<file path="src/rtl/debug_mem_dump.sv">
// debug_mem_dump - UART debug memory reader.
//
// A host sends a 4-byte command {OPCODE, ADDR_HI, ADDR_LO, LEN}. The opcode
// selects one of NUM_CH memories (CMD_BASE+c). The block then reads LEN
// bytes (LEN=0 -> 256) from the shared debug bus, starting at the given
// address, and streams them out over the UART TX handshake. A header that
// stalls for TIMEOUT_CYC idle clocks between bytes is abandoned.
//
// Optional feature (macro DBG_CHECKSUM_EN): after the last data byte, one
// extra byte is sent that holds the XOR of all data bytes of the command.
//
// Ports:
//   clk, rst_n    clock, asynchronous active-low reset
//   rx_data       received UART byte
//   rx_ready      UART RX valid level (new byte = rising edge)
//   dbg_addr      shared read address (holds its value while idle)
//   dbg_ch        selected memory channel (holds its value while idle)
//   dbg_rd_en     one-cycle read strobe
//   dbg_rd_data   read data, channel c in bits [8c+7:8c], RD_LAT cycles late
//   tx_data       byte to transmit
//   tx_send       one-cycle transmit strobe, only while tx_busy=0
//   tx_busy       UART TX busy
//   busy          high whenever the block is not idle
module debug_mem_dump #(
    parameter int         NUM_CH      = 4,
    parameter int         ADDR_W      = 12,
    parameter int         RD_LAT      = 1,
    parameter logic [7:0] CMD_BASE    = 8'hD0,
    parameter int         TIMEOUT_CYC = 1000000,
    localparam int        CH_W        = (NUM_CH > 1) ? $clog2(NUM_CH) : 1
) (
    input  logic                clk,
    input  logic                rst_n,
    input  logic [7:0]          rx_data,
    input  logic                rx_ready,
    output logic [ADDR_W-1:0]   dbg_addr,
    output logic [CH_W-1:0]     dbg_ch,
    output logic                dbg_rd_en,
    input  logic [NUM_CH*8-1:0] dbg_rd_data,
    output logic [7:0]          tx_data,
    output logic                tx_send,
    input  logic                tx_busy,
    output logic                busy
);

    localparam int              TO_W     = $clog2(TIMEOUT_CYC + 1);
    localparam logic [TO_W-1:0] TO_LAST  = TO_W'(TIMEOUT_CYC - 1);
    // Last LAT-state count before capture; not used when RD_LAT=0.
    localparam logic [2:0]      LAT_LAST = 3'(RD_LAT - 1);

    typedef enum logic [3:0] {
        S_IDLE,
        S_HDR_HI,
        S_HDR_LO,
        S_HDR_LEN,
        S_RD,
        S_LAT,
        S_SEND,
        S_WB_HI,
        S_WB_LO
`ifdef DBG_CHECKSUM_EN
        , S_CKSUM
`endif
    } state_t;

    state_t              state_q, state_d;
    logic                rx_q;
    logic [TO_W-1:0]     to_q, to_d;
    logic [CH_W-1:0]     ch_stg_q, ch_stg_d;
    logic [7:0]          addr_hi_q, addr_hi_d;
    logic [ADDR_W-1:0]   addr_stg_q, addr_stg_d;
    logic [ADDR_W-1:0]   addr_q, addr_d;
    logic [CH_W-1:0]     ch_q, ch_d;
    logic [8:0]          cnt_q, cnt_d;
    logic [2:0]          lat_q, lat_d;
    logic [1:0]          wb_q, wb_d;
    logic [7:0]          txd_q, txd_d;
`ifdef DBG_CHECKSUM_EN
    logic [7:0]          xor_q, xor_d;
    logic                ck_q, ck_d;   // current SEND carries the checksum
`endif

    logic       byte_stb;
    logic [8:0] op_off;
    logic       op_ok;
    logic [7:0] rd_byte;
    logic       cap;

    assign byte_stb = rx_ready & ~rx_q;
    // 9-bit difference: bit 8 set means the byte is below CMD_BASE.
    assign op_off   = {1'b0, rx_data} - {1'b0, CMD_BASE};
    assign op_ok    = ~op_off[8] && (op_off < 9'(NUM_CH));
    assign rd_byte  = dbg_rd_data[{ch_q, 3'b000} +: 8];

    assign dbg_addr = addr_q;
    assign dbg_ch   = ch_q;
    assign tx_data  = txd_q;
    assign busy     = (state_q != S_IDLE);

    always_comb begin
        state_d    = state_q;
        to_d       = to_q;
        ch_stg_d   = ch_stg_q;
        addr_hi_d  = addr_hi_q;
        addr_stg_d = addr_stg_q;
        addr_d     = addr_q;
        ch_d       = ch_q;
        cnt_d      = cnt_q;
        lat_d      = lat_q;
        wb_d       = wb_q;
        txd_d      = txd_q;
`ifdef DBG_CHECKSUM_EN
        xor_d      = xor_q;
        ck_d       = ck_q;
`endif
        dbg_rd_en  = 1'b0;
        tx_send    = 1'b0;
        cap        = 1'b0;

        unique case (state_q)
            S_IDLE: begin
                if (byte_stb && op_ok) begin
                    ch_stg_d = op_off[CH_W-1:0];
                    to_d     = '0;
`ifdef DBG_CHECKSUM_EN
                    xor_d    = 8'h00;
`endif
                    state_d  = S_HDR_HI;
                end
            end
            S_HDR_HI, S_HDR_LO, S_HDR_LEN: begin
                if (byte_stb) begin
                    to_d = '0;
                    if (state_q == S_HDR_HI) begin
                        addr_hi_d = rx_data;
                        state_d   = S_HDR_LO;
                    end else if (state_q == S_HDR_LO) begin
                        // 16-bit host address truncated to the bus width.
                        addr_stg_d = ADDR_W'({addr_hi_q, rx_data});
                        state_d    = S_HDR_LEN;
                    end else begin
                        // Commit only a complete header, so an abandoned
                        // command leaves dbg_addr/dbg_ch untouched.
                        addr_d  = addr_stg_q;
                        ch_d    = ch_stg_q;
                        cnt_d   = (rx_data == 8'h00) ? 9'd256 : {1'b0, rx_data};
`ifdef DBG_CHECKSUM_EN
                        ck_d    = 1'b0;
`endif
                        state_d = S_RD;
                    end
                end else if (to_q == TO_LAST) begin
                    to_d    = '0;
                    state_d = S_IDLE;
                end else begin
                    to_d = to_q + 1'b1;
                end
            end
            S_RD: begin
                dbg_rd_en = 1'b1;
                if (RD_LAT == 0) begin
                    cap     = 1'b1;
                    state_d = S_SEND;
                end else begin
                    lat_d   = 3'd0;
                    state_d = S_LAT;
                end
            end
            S_LAT: begin
                if (lat_q == LAT_LAST) begin
                    cap     = 1'b1;
                    state_d = S_SEND;
                end else begin
                    lat_d = lat_q + 3'd1;
                end
            end
            S_SEND: begin
                if (!tx_busy) begin
                    tx_send = 1'b1;
                    wb_d    = 2'd0;
                    state_d = S_WB_HI;
                end
            end
            S_WB_HI: begin
                // A TX that never raises busy must not hang the block.
                if (tx_busy || wb_q == 2'd3) state_d = S_WB_LO;
                else                         wb_d    = wb_q + 2'd1;
            end
            S_WB_LO: begin
                if (!tx_busy) begin
`ifdef DBG_CHECKSUM_EN
                    if (ck_q) begin
                        state_d = S_IDLE;
                    end else
`endif
                    if (cnt_q != 9'd1) begin
                        cnt_d   = cnt_q - 9'd1;
                        addr_d  = addr_q + 1'b1;
                        state_d = S_RD;
                    end else begin
                        cnt_d   = 9'd0;
`ifdef DBG_CHECKSUM_EN
                        state_d = S_CKSUM;
`else
                        state_d = S_IDLE;
`endif
                    end
                end
            end
`ifdef DBG_CHECKSUM_EN
            S_CKSUM: begin
                txd_d   = xor_q;
                ck_d    = 1'b1;
                state_d = S_SEND;
            end
`endif
            default: state_d = S_IDLE;
        endcase

        if (cap) begin
            txd_d = rd_byte;
`ifdef DBG_CHECKSUM_EN
            xor_d = xor_q ^ rd_byte;
`endif
        end
    end

    always_ff @(posedge clk or negedge rst_n) begin
        if (!rst_n) begin
            state_q    <= S_IDLE;
            rx_q       <= 1'b0;
            to_q       <= '0;
            ch_stg_q   <= '0;
            addr_hi_q  <= '0;
            addr_stg_q <= '0;
            addr_q     <= '0;
            ch_q       <= '0;
            cnt_q      <= '0;
            lat_q      <= '0;
            wb_q       <= '0;
            txd_q      <= '0;
`ifdef DBG_CHECKSUM_EN
            xor_q      <= '0;
            ck_q       <= 1'b0;
`endif
        end else begin
            state_q    <= state_d;
            rx_q       <= rx_ready;
            to_q       <= to_d;
            ch_stg_q   <= ch_stg_d;
            addr_hi_q  <= addr_hi_d;
            addr_stg_q <= addr_stg_d;
            addr_q     <= addr_d;
            ch_q       <= ch_d;
            cnt_q      <= cnt_d;
            lat_q      <= lat_d;
            wb_q       <= wb_d;
            txd_q      <= txd_d;
`ifdef DBG_CHECKSUM_EN
            xor_q      <= xor_d;
            ck_q       <= ck_d;
`endif
        end
    end

endmodule
</file>
<file path="config.mk">
export PLATFORM = sky130hd
export DESIGN_NAME = debug_mem_dump
export DESIGN_NICKNAME = d
export VERILOG_FILES = /design/src/rtl/debug_mem_dump.sv
export SDC_FILE = /design/constraint.sdc
export NUM_CORES = 1
export LEC_CHECK = 0
export CELL_PAD_IN_SITES_DETAIL_PLACEMENT = 1
export CELL_PAD_IN_SITES_GLOBAL_PLACEMENT = 1
export CORE_MARGIN = 5
export CORE_UTILIZATION = 38
export CTS_CLUSTER_DIAMETER = 60
export DETAILED_ROUTE_END_ITERATION = 10
export PLACE_DENSITY = 0.76
export RECOVER_POWER = 100
export SKIP_CTS_REPAIR_TIMING = 1
export SLEW_MARGIN = 20
export SYNTH_ARGS = -nofsm -noshare
export SYNTH_HDL_FRONTEND = slang
export SYNTH_SLANG_ARGS = --single-unit
</file>
<file path="constraint.sdc">
create_clock -name clk -period 2.1 [get_ports clk]
set_input_delay 0.525 -clock clk [delete_from_list [all_inputs] [get_ports clk]]
set_output_delay 0.525 -clock clk [all_outputs]
set_load 0.005 [all_outputs]
</file>
==> results.md, run 1 <==
- Run status: finished with violations
- Violations in the final reports: negative setup slack
- VDD IR-drop max: roughly 0.74 mV
- Global placer's final weighted congestion: 0.831
- Critical Path Sink Type: flop
- Antenna violation net count after detailed routing: 0
- Critical R2R Capture: cnt_q[6]
- Count of endpoints failing hold in the final timing report: 0
- Clock Latency Late Sink: between 0.3 and 0.4 ns
- Unique masters post-synth: 65
- Number of buffers created by CTS: 9
- Via count normalized by instance count: between 5 and 6
- Fraction of the yosys area taken by sequential cells: between 40 and 50%
- Transition at the pin with the smallest max-transition slack: roughly 0.77 ns
- Area of the mapped netlist: ~4400 um2
- Number of detailed-routing iterations run before antenna repair: 4
- Final Skew: 0.00592 ns
- Part of the total power dissipated in the clock network: about a fifth
- Net Sw Power: 2.87 mW
- Initial Util: approximately two fifths
- Initial antenna violation count: 0
- Setup-violating endpoint count in the final report: 3
- Fmax: between 400 and 500 MHz
- Clock transition time at the flip-flop clock pins of the worst setup and hold paths: approximately 0.060 ns
- IO Pins: 69
- Cell chain of the critical path: clkdlybuf4s50_1, buf_6, nor3b_1, a21oi_1, nor2_1, nor4_4, mux2_4
- Total of buffers placed on input and output ports: around 70
- Number of sinks on the clock net: a little under 80
- Clock tree buffer depth: 2
- Dominant combinational cell family by area after synthesis: simple AND/OR/NAND/NOR gates
- DP Cell Count: 686
- Biggest cell delay along the critical path: ~0.53 ns
- CTS H-tree lvls: 3
- Max-slew headroom at the worst pin: ~49%
- Crit path max fanout: 9
- Number of flops mapped to enable cells by yosys: 0
- Initial detailed-routing violation count: 224
- Adder and majority cell fraction of the synthesized area: between 2 and 3%
- Startpoint of the worst hold path: rx_ready
- Fraction of registers with async set/reset: between 90% and 100%
- Area Growth Syn to Fin: 38.0%
- Final Non-Filler Cells: just over 700
- Combinational share of power: roughly 48%
- Number of global-route vias before repair: 4,291
- Syn_area_per_cell: a little over 10 um2
- WL/cell: slightly below 20 um
- Post-layout min period: 2.18 ns
- Final cycle utilization of the critical path: 104%
- Total Die Area: around 14,000 um2
- Worst reg-to-reg path cell count: 5
- Total global routing overflow: 0
- Dominant synthesized flop cell: dfrtp_1
- Maximum number of pins on one net before global-route repair: 45
- Synth Area in Compound Gates: 16.8%
- Crit path required time: between 2 and 2.5 ns
- Die width: ~120 um
- Die height: 118 um
- Hold Crit Depth: 1
- Number of antenna repair diodes: 0
- Core Rows: 39
- Net Count, Synth: 490
- Arrival time at the worst endpoint: between 2 and 2.5 ns
- Cell count after synthesis: approximately 440
- Kind of critical path: in -> reg
- Overall routed net length: around 14,000 um
- Remaining routing DRC violations: 0
- CTS tree: yes
- Reg2reg start: cnt_q[3]
- Vias: between 4k and 5k
- Switching share of total power: 37.8%
- Mux cell area share after synthesis: approximately an eighth
- Internal cell power: approximately 4.7 mW
- Startpoint Class: input pin
- Share of cells above drive strength 1: between 20% and 30%
- Pins Over Slew Limit: 0
- #FFs+latches synth: 79
- Basic-gate share of the synthesized area counting and, or, nand and nor cells: a little over 20%
- Post-layout power: approximately 7.6 mW
- End point of the worst hold path: rx_q
- Leakage power: 2.67 nW
- Class of the most critical hold timing path: in -> reg
- MaxCap Viol Count: 0
- Power share of the sequential group: approximately 32%
- Global-route total usage across every layer: between 10% and 20%
- Setup slack after layout: -0.0828 ns
- Final HPWL from detailed placement: around 10,000 um
- Pwr dens: around 1200 nW/um2
- Wire length of the first global-routing pass: 22,800 um
- Placeable core area: ~11,000 um2
- Final core utilization: between 50 and 60%
- Final net count: 617
- Root Buffer: clkbuf_16
- Slowest stage cell, crit path: clkdlybuf4s50_1
- Xor and xnor fraction of the mapped netlist area: 0.397%
- Count of synthesis-stage warnings from yosys: 0
- R2R setup slack: between 0.1 and 0.15 ns
- Worst slack after detailed placement: -0.785 ns
logic make-up (layout without fill, tap and decap cells):
kind of cell | Yosys count | count (layout)
adders and majority gates | 9 | 9
muxes | 39 | 39
AOI/OAI and AO/OA | 118 | 118
and+or+nand+nor | 159 | 159
DFF | 79 | 79
xor gates and xnor gates | 2 | 2
buffers and inverters | 31 | 163
registers in the layout (all words and copies together) (netlist names):
signal      flops
addr_hi_q       4
addr_stg_q     12
ch_stg_q        2
cnt_q           9
dbg_addr       12
dbg_ch          2
lat_q           3
rx_q            1
state_q         4
to_q           20
tx_data         8
wb_q            2
worst max-delay path, delay by kind of cell:
family | cells | cell delay [ns]
multiplexers | 1 | 0.34
AO/OA/AOI/OAI | 1 | 0.19
buffers and inverters | 2 | 0.70
AND/OR/NAND/NOR | 3 | 0.65
final cells by class:
| type | instances | area (um2) |
|---|---|---|
| clock inverters | 6 | 45.0 |
| repair buffers | 137 | 1250 |
| flip-flops and latches | 79 | 1980 |
| fillers | 1271 | 5320 |
| well taps | 143 | 179 |
| inverters | 10 | 37.5 |
| clock buffers | 10 | 239 |
| multi-input cells | 327 | 2360 |
synthesized netlist by cell type, drive strengths merged, types with 7 or more instances:
library cell	instances	area share (%)
nor4	7	1.6
mux2	29	7.4
dfrtp	79	45
nor3	11	1.4
a31oi	14	2.0
ha	9	2.5
buf	11	1.4
mux4	8	4.1
inv	10	0.85
nand2	46	3.9
nand3	18	2.0
clkbuf	10	0.88
a21oi	35	4.1
nor2	27	2.5
nand4	10	1.4
o21ai	33	3.8
power groups by stage:
| stage | combinational [mW] | sequential (mW) | clock, mW |
|---|---|---|---|
| final | 3.66 | 2.45 | 1.50 |
| after global routing | 4.04 | 2.52 | 1.61 |
| after detailed placement | 3.47 | 2.47 | 0 |
| after floorplan | 1.88 | 2.37 | 0 |
| after CTS | 3.50 | 2.44 | 1.54 |
| after global placement | 3.30 | 2.42 | 0 |
routing by layer:
layer	global-route usage (%)	wire (um)	vias to the layer above
met4	5.16	168	0
li1	-	-	1875
met3	4.95	616	16
met5	0	0	-
met1	25.3	5990	2014
met2	33.8	6920	99
cell usage in the layout, fill, tap and decap left out, drive strengths merged, types with 8 or more instances in the layout:
cell type / count
a21oi: 35
a31oi: 14
buf: 64
clkbuf: 16
clkdlybuf4s50: 59
dfrtp: 79
ha: 9
inv: 11
mux2: 29
mux4: 8
nand2: 46
nand3: 18
nand4: 10
nor2: 27
nor3: 11
o21ai: 33
per-stage QoR:
step,hold slack [ns],setup TNS (ns),instance area [um2]
after CTS,0.000334,-7.20,5960
after global routing,0.400,-0.379,6090
after floorplan,0.229,0,4420
after detailed placement,0.369,-19.42,5680
final,0.394,-0.207,6090
after global placement,0.371,-13.28,5680
worst max path at each step:
stage,start,endpoint,slack (ns),cells past startpoint
4_1_cts,rx_data[4],state_q[0],-0.43,8
3_3_place_gp,rx_data[4],state_q[0],-0.55,8
2_1_floorplan,rx_data[4],state_q[0],0.04,7
3_5_place_dp,rx_data[4],state_q[0],-0.79,8
5_1_grt,tx_busy,state_q[1],-0.14,7
6_report,tx_busy,state_q[1],-0.08,7
Note: power is estimated with default switching activity, not from simulation.
==> run 2: changes to the inputs <==
--- a/config.mk
+++ b/config.mk
@@ -10,6 +10,7 @@
 export CORE_MARGIN = 5
 export CORE_UTILIZATION = 38
 export CTS_CLUSTER_DIAMETER = 60
+export CTS_CLUSTER_SIZE = 30
 export DETAILED_ROUTE_END_ITERATION = 10
 export PLACE_DENSITY = 0.76
 export RECOVER_POWER = 100
==> results of run 2 <==
The final DEF is identical to that of run 1; final timing and power are the same.
==> run 3: changes to the inputs <==
--- a/config.mk
+++ b/config.mk
@@ -12,9 +12,10 @@
 export CTS_CLUSTER_DIAMETER = 60
 export CTS_CLUSTER_SIZE = 30
 export DETAILED_ROUTE_END_ITERATION = 10
-export PLACE_DENSITY = 0.76
+export PLACE_DENSITY_LB_ADDON = 0.1
 export RECOVER_POWER = 100
 export SKIP_CTS_REPAIR_TIMING = 1
+export SKIP_LAST_GASP = 1
 export SLEW_MARGIN = 20
 export SYNTH_ARGS = -nofsm -noshare
 export SYNTH_HDL_FRONTEND = slang
==> run 3 against run 2 <==
The run now ends clean. Non-clock buffer count down 6. Highest routed layer unchanged. Hold slack got worse by 0.14 ns. Setup slack improved by 0.14 ns. Die area did not move. Combinational power fell by 7.1%. Critical endpoint is now state_q[0]. Via count decreased by 1.7%. Wire length decreased by 6.8%.
==> results.md, run 3 (synthesis results as in run 1) <==
- Critical Path Sink Type: flop (unchanged)
- Internal cell power: 4.56 mW (was 4.73 mW)
- Number of global-route vias before repair: 4,189 (was 4,291)
- Root Buffer: clkbuf_16 (unchanged)
- DP Cell Count: 679 (was 686)
- Number of sinks on the clock net: 79 (unchanged)
- Final HPWL from detailed placement: 9430 um (was 10,000 um)
- Setup slack after layout: 0.0542 ns (was -0.0828 ns)
- Power share of the sequential group: 33.1% (was 32.2%)
- WL/cell: 18.1 um (was 19.2 um)
- Largest reg by FF count: to_q (unchanged)
- Leakage power: 2.65 nW (was 2.67 nW)
- Biggest cell delay along the critical path: 0.57 ns (was 0.53 ns)
- Run status: finished, final reports clean (was finished with violations)
- Pwr dens: 1220 nW/um2 (was 1250 nW/um2)
- Kind of cell adding the most delay to the critical path: buffers and inverters (unchanged)
- Combinational share of power: 46.6% (was 48.2%)
- Final core utilization: 52.3% (was 53.4%)
- Total of buffers placed on input and output ports: 68 (unchanged)
- Net Sw Power: 2.72 mW (was 2.87 mW)
- Clock Latency Late Sink: 0.34 ns (about the same)
- Core Rows: 39 (unchanged)
- Number of antenna repair diodes: 0 (unchanged)
- Final Skew: 0.00625 ns (was 0.00592 ns)
- Post-layout power: 7.29 mW (was 7.61 mW)
- Buffers & Inverters on Critical Path: 2 (unchanged)
- Final net count: 611 (was 617)
- Overall routed net length: 12,800 um (was 13,700 um)
- Final Non-Filler Cells: 706 (was 712)
- Worst slack after detailed placement: -0.709 ns (was -0.785 ns)
- Transition at the pin with the smallest max-transition slack: 0.831 ns (was 0.771 ns)
- CTS H-tree lvls: 3 (unchanged)
- Kind of critical path: in -> reg (unchanged)
- IO Pins: 69 (unchanged)
- Share of cells above drive strength 1: 24.0% (was 25.7%)
- Clock tree buffer depth: 2 (unchanged)
- Summed negative setup slack over all endpoints: 0 ns (was -0.207 ns)
- Total global routing overflow: 0 (unchanged)
- Cell chain of the critical path: clkdlybuf4s50_1, buf_6, nor3b_1, a21oi_1, nor2_1, nor4_4, mux2_4 (unchanged)
- Arrival time at the worst endpoint: 2.27 ns (was 2.41 ns)
- Total Die Area: 13,900 um2 (unchanged)
- Maximum number of pins on one net before global-route repair: 33 (was 45)
- Clock transition time at the flip-flop clock pins of the worst setup and hold paths: 0.06 ns (about the same)
- Slowest stage cell, crit path: clkdlybuf4s50_1 (unchanged)
- Count of endpoints failing hold in the final timing report: 0 (unchanged)
- Number of fill cells in the layout: 1,284 (was 1,271)
- Number of buffers created by CTS: 9 (unchanged)
- Part of the total power dissipated in the clock network: 20.3% (was 19.7%)
- Antenna violation net count after detailed routing: 0 (unchanged)
- Global placer's final weighted congestion: 0.826 (was 0.831)
- Crit path required time: 2.33 ns (was 2.32 ns)
- Die width: 118 um (unchanged)
- Initial Util: 38.7% (unchanged)
- Area Growth Syn to Fin: 35.2% (was 38.0%)
- Most frequent standard cell in the layout excluding fill and tap cells: dfrtp_1 (unchanged)
- Class of the most critical hold timing path: in -> async (was in -> reg)
- Remaining routing DRC violations: 0 (unchanged)
- Pins Over Slew Limit: 0 (unchanged)
- Max FFs per register: 20 (unchanged)
- VDD IR-drop max: 0.546 mV (was 0.742 mV)
- Most used cells in the layout excluding fill and tap cells: dfrtp_1, buf_4, nand2_1 (was dfrtp_1, clkdlybuf4s50_1, buf_4)
- Initial detailed-routing violation count: 155 (was 224)
- Die height: 118 um (unchanged)
- Post-layout min period: 2.05 ns (was 2.18 ns)
- Final cycle utilization of the critical path: 97.4% (was 104%)
- Wire length of the first global-routing pass: 21,400 um (was 22,800 um)
- Global-route total usage across every layer: 18.7% (was 19.9%)
- Setup-violating endpoint count in the final report: 0 (was 3)
- Vias: 3,935 (was 4,004)
- Crit path max fanout: 9 (unchanged)
- Switching share of total power: 37.4% (was 37.8%)
- Startpoint Class: input pin (unchanged)
- Via count normalized by instance count: 5.57 (was 5.62)
- Number of detailed-routing iterations run before antenna repair: 4 (unchanged)
- Initial antenna violation count: 0 (unchanged)
- Max-slew headroom at the worst pin: 44.6% (was 48.6%)
- CTS tree: yes (unchanged)
- MaxCap Viol Count: 0 (unchanged)
- Placeable core area: 11,400 um2 (unchanged)
- Fmax: 489 MHz (was 458 MHz)
run 3: cell types whose count changed in the layout (fill, tap and decap cells not counted), moves of 3 or more:
cell             change
clkdlybuf4s50_1     -20
clkbuf_2             +5
clkinv_2             +3
buf_4               -10
clkinvlp_4           -3
dlygate4sd3_1       +20
clkbuf_4             +4
buf_12               -3
run 3: power groups by stage:
stage / logic (mW) / clock network [mW] / registers [mW]
CTS: 3.28 / 1.53 / 2.44
finish: 3.40 / 1.48 / 2.41
global route: 3.74 / 1.58 / 2.49
global placement: 3.14 / 0 / 2.43
detailed placement: 3.26 / 0 / 2.47
floorplan: 1.88 / 0 / 2.37
run 3: worst register-to-register path, cell delays in order, from the launching register on:
cell,delay (ns)
dfrtp_1,0.44
clkbuf_2,0.19
nor4b_4,0.26
buf_4,0.18
o31ai_4,0.10
o21ai_0,0.31
buf_12,0.20
a21oi_1,0.08
a21oi_1,0.14
run 3: per-stage QoR:
| step | cell area, um2 | hold slack, ns |
|---|---|---|
| floorplan | 4420 | 0.229 |
| global placement | 5590 | 0.484 |
| finish | 5970 | 0.259 |
| detailed placement | 5590 | 0.486 |
| global route | 5970 | 0.346 |
| CTS | 5860 | 0.130 |
run 3: cell type report:
type | count | area, um2 | share of cell area [%]
Sequential cell | 79 | 1980 | 33.1
Timing Repair Buffer | 131 | 1160 | 19.4
Inverter | 10 | 37.5 | 0.629
Clock inverter | 4 | 20.0 | 0.335
Multi-Input combinational cell | 327 | 2340 | 39.2
Tap cell | 143 | 179 | 3.00
Clock buffer | 12 | 256 | 4.30
run 3: metal layers:
| metal | wire length (um) | track usage [%] | up-vias | share of wire (%) |
|---|---|---|---|---|
| met1 | 5940 | 24.6 | 1967 | 47 |
| met5 | 0 | 0 | - | 0 |
| met3 | 524 | 3.46 | 15 | 4.1 |
| met2 | 6130 | 31.1 | 83 | 48 |
| li1 | - | - | 1870 | - |
| met4 | 173 | 6.31 | 0 | 1.4 |
run 3: final timing paths:
check / from / endpoint / slack, ns / depth (start not counted)
max in group asynchronous: rst_n / state_q[1] / 0.49 / 2
worst max register to register: state_q[0] / dbg_addr[9] / 0.12 / 8
min in group clk: to_q[19] / to_q[19] / 0.49 / 1
worst min-delay path: rst_n / tx_data[5] / 0.26 / 1
worst min register to register: to_q[19] / to_q[19] / 0.49 / 1
worst max-delay path: tx_busy / state_q[0] / 0.05 / 7
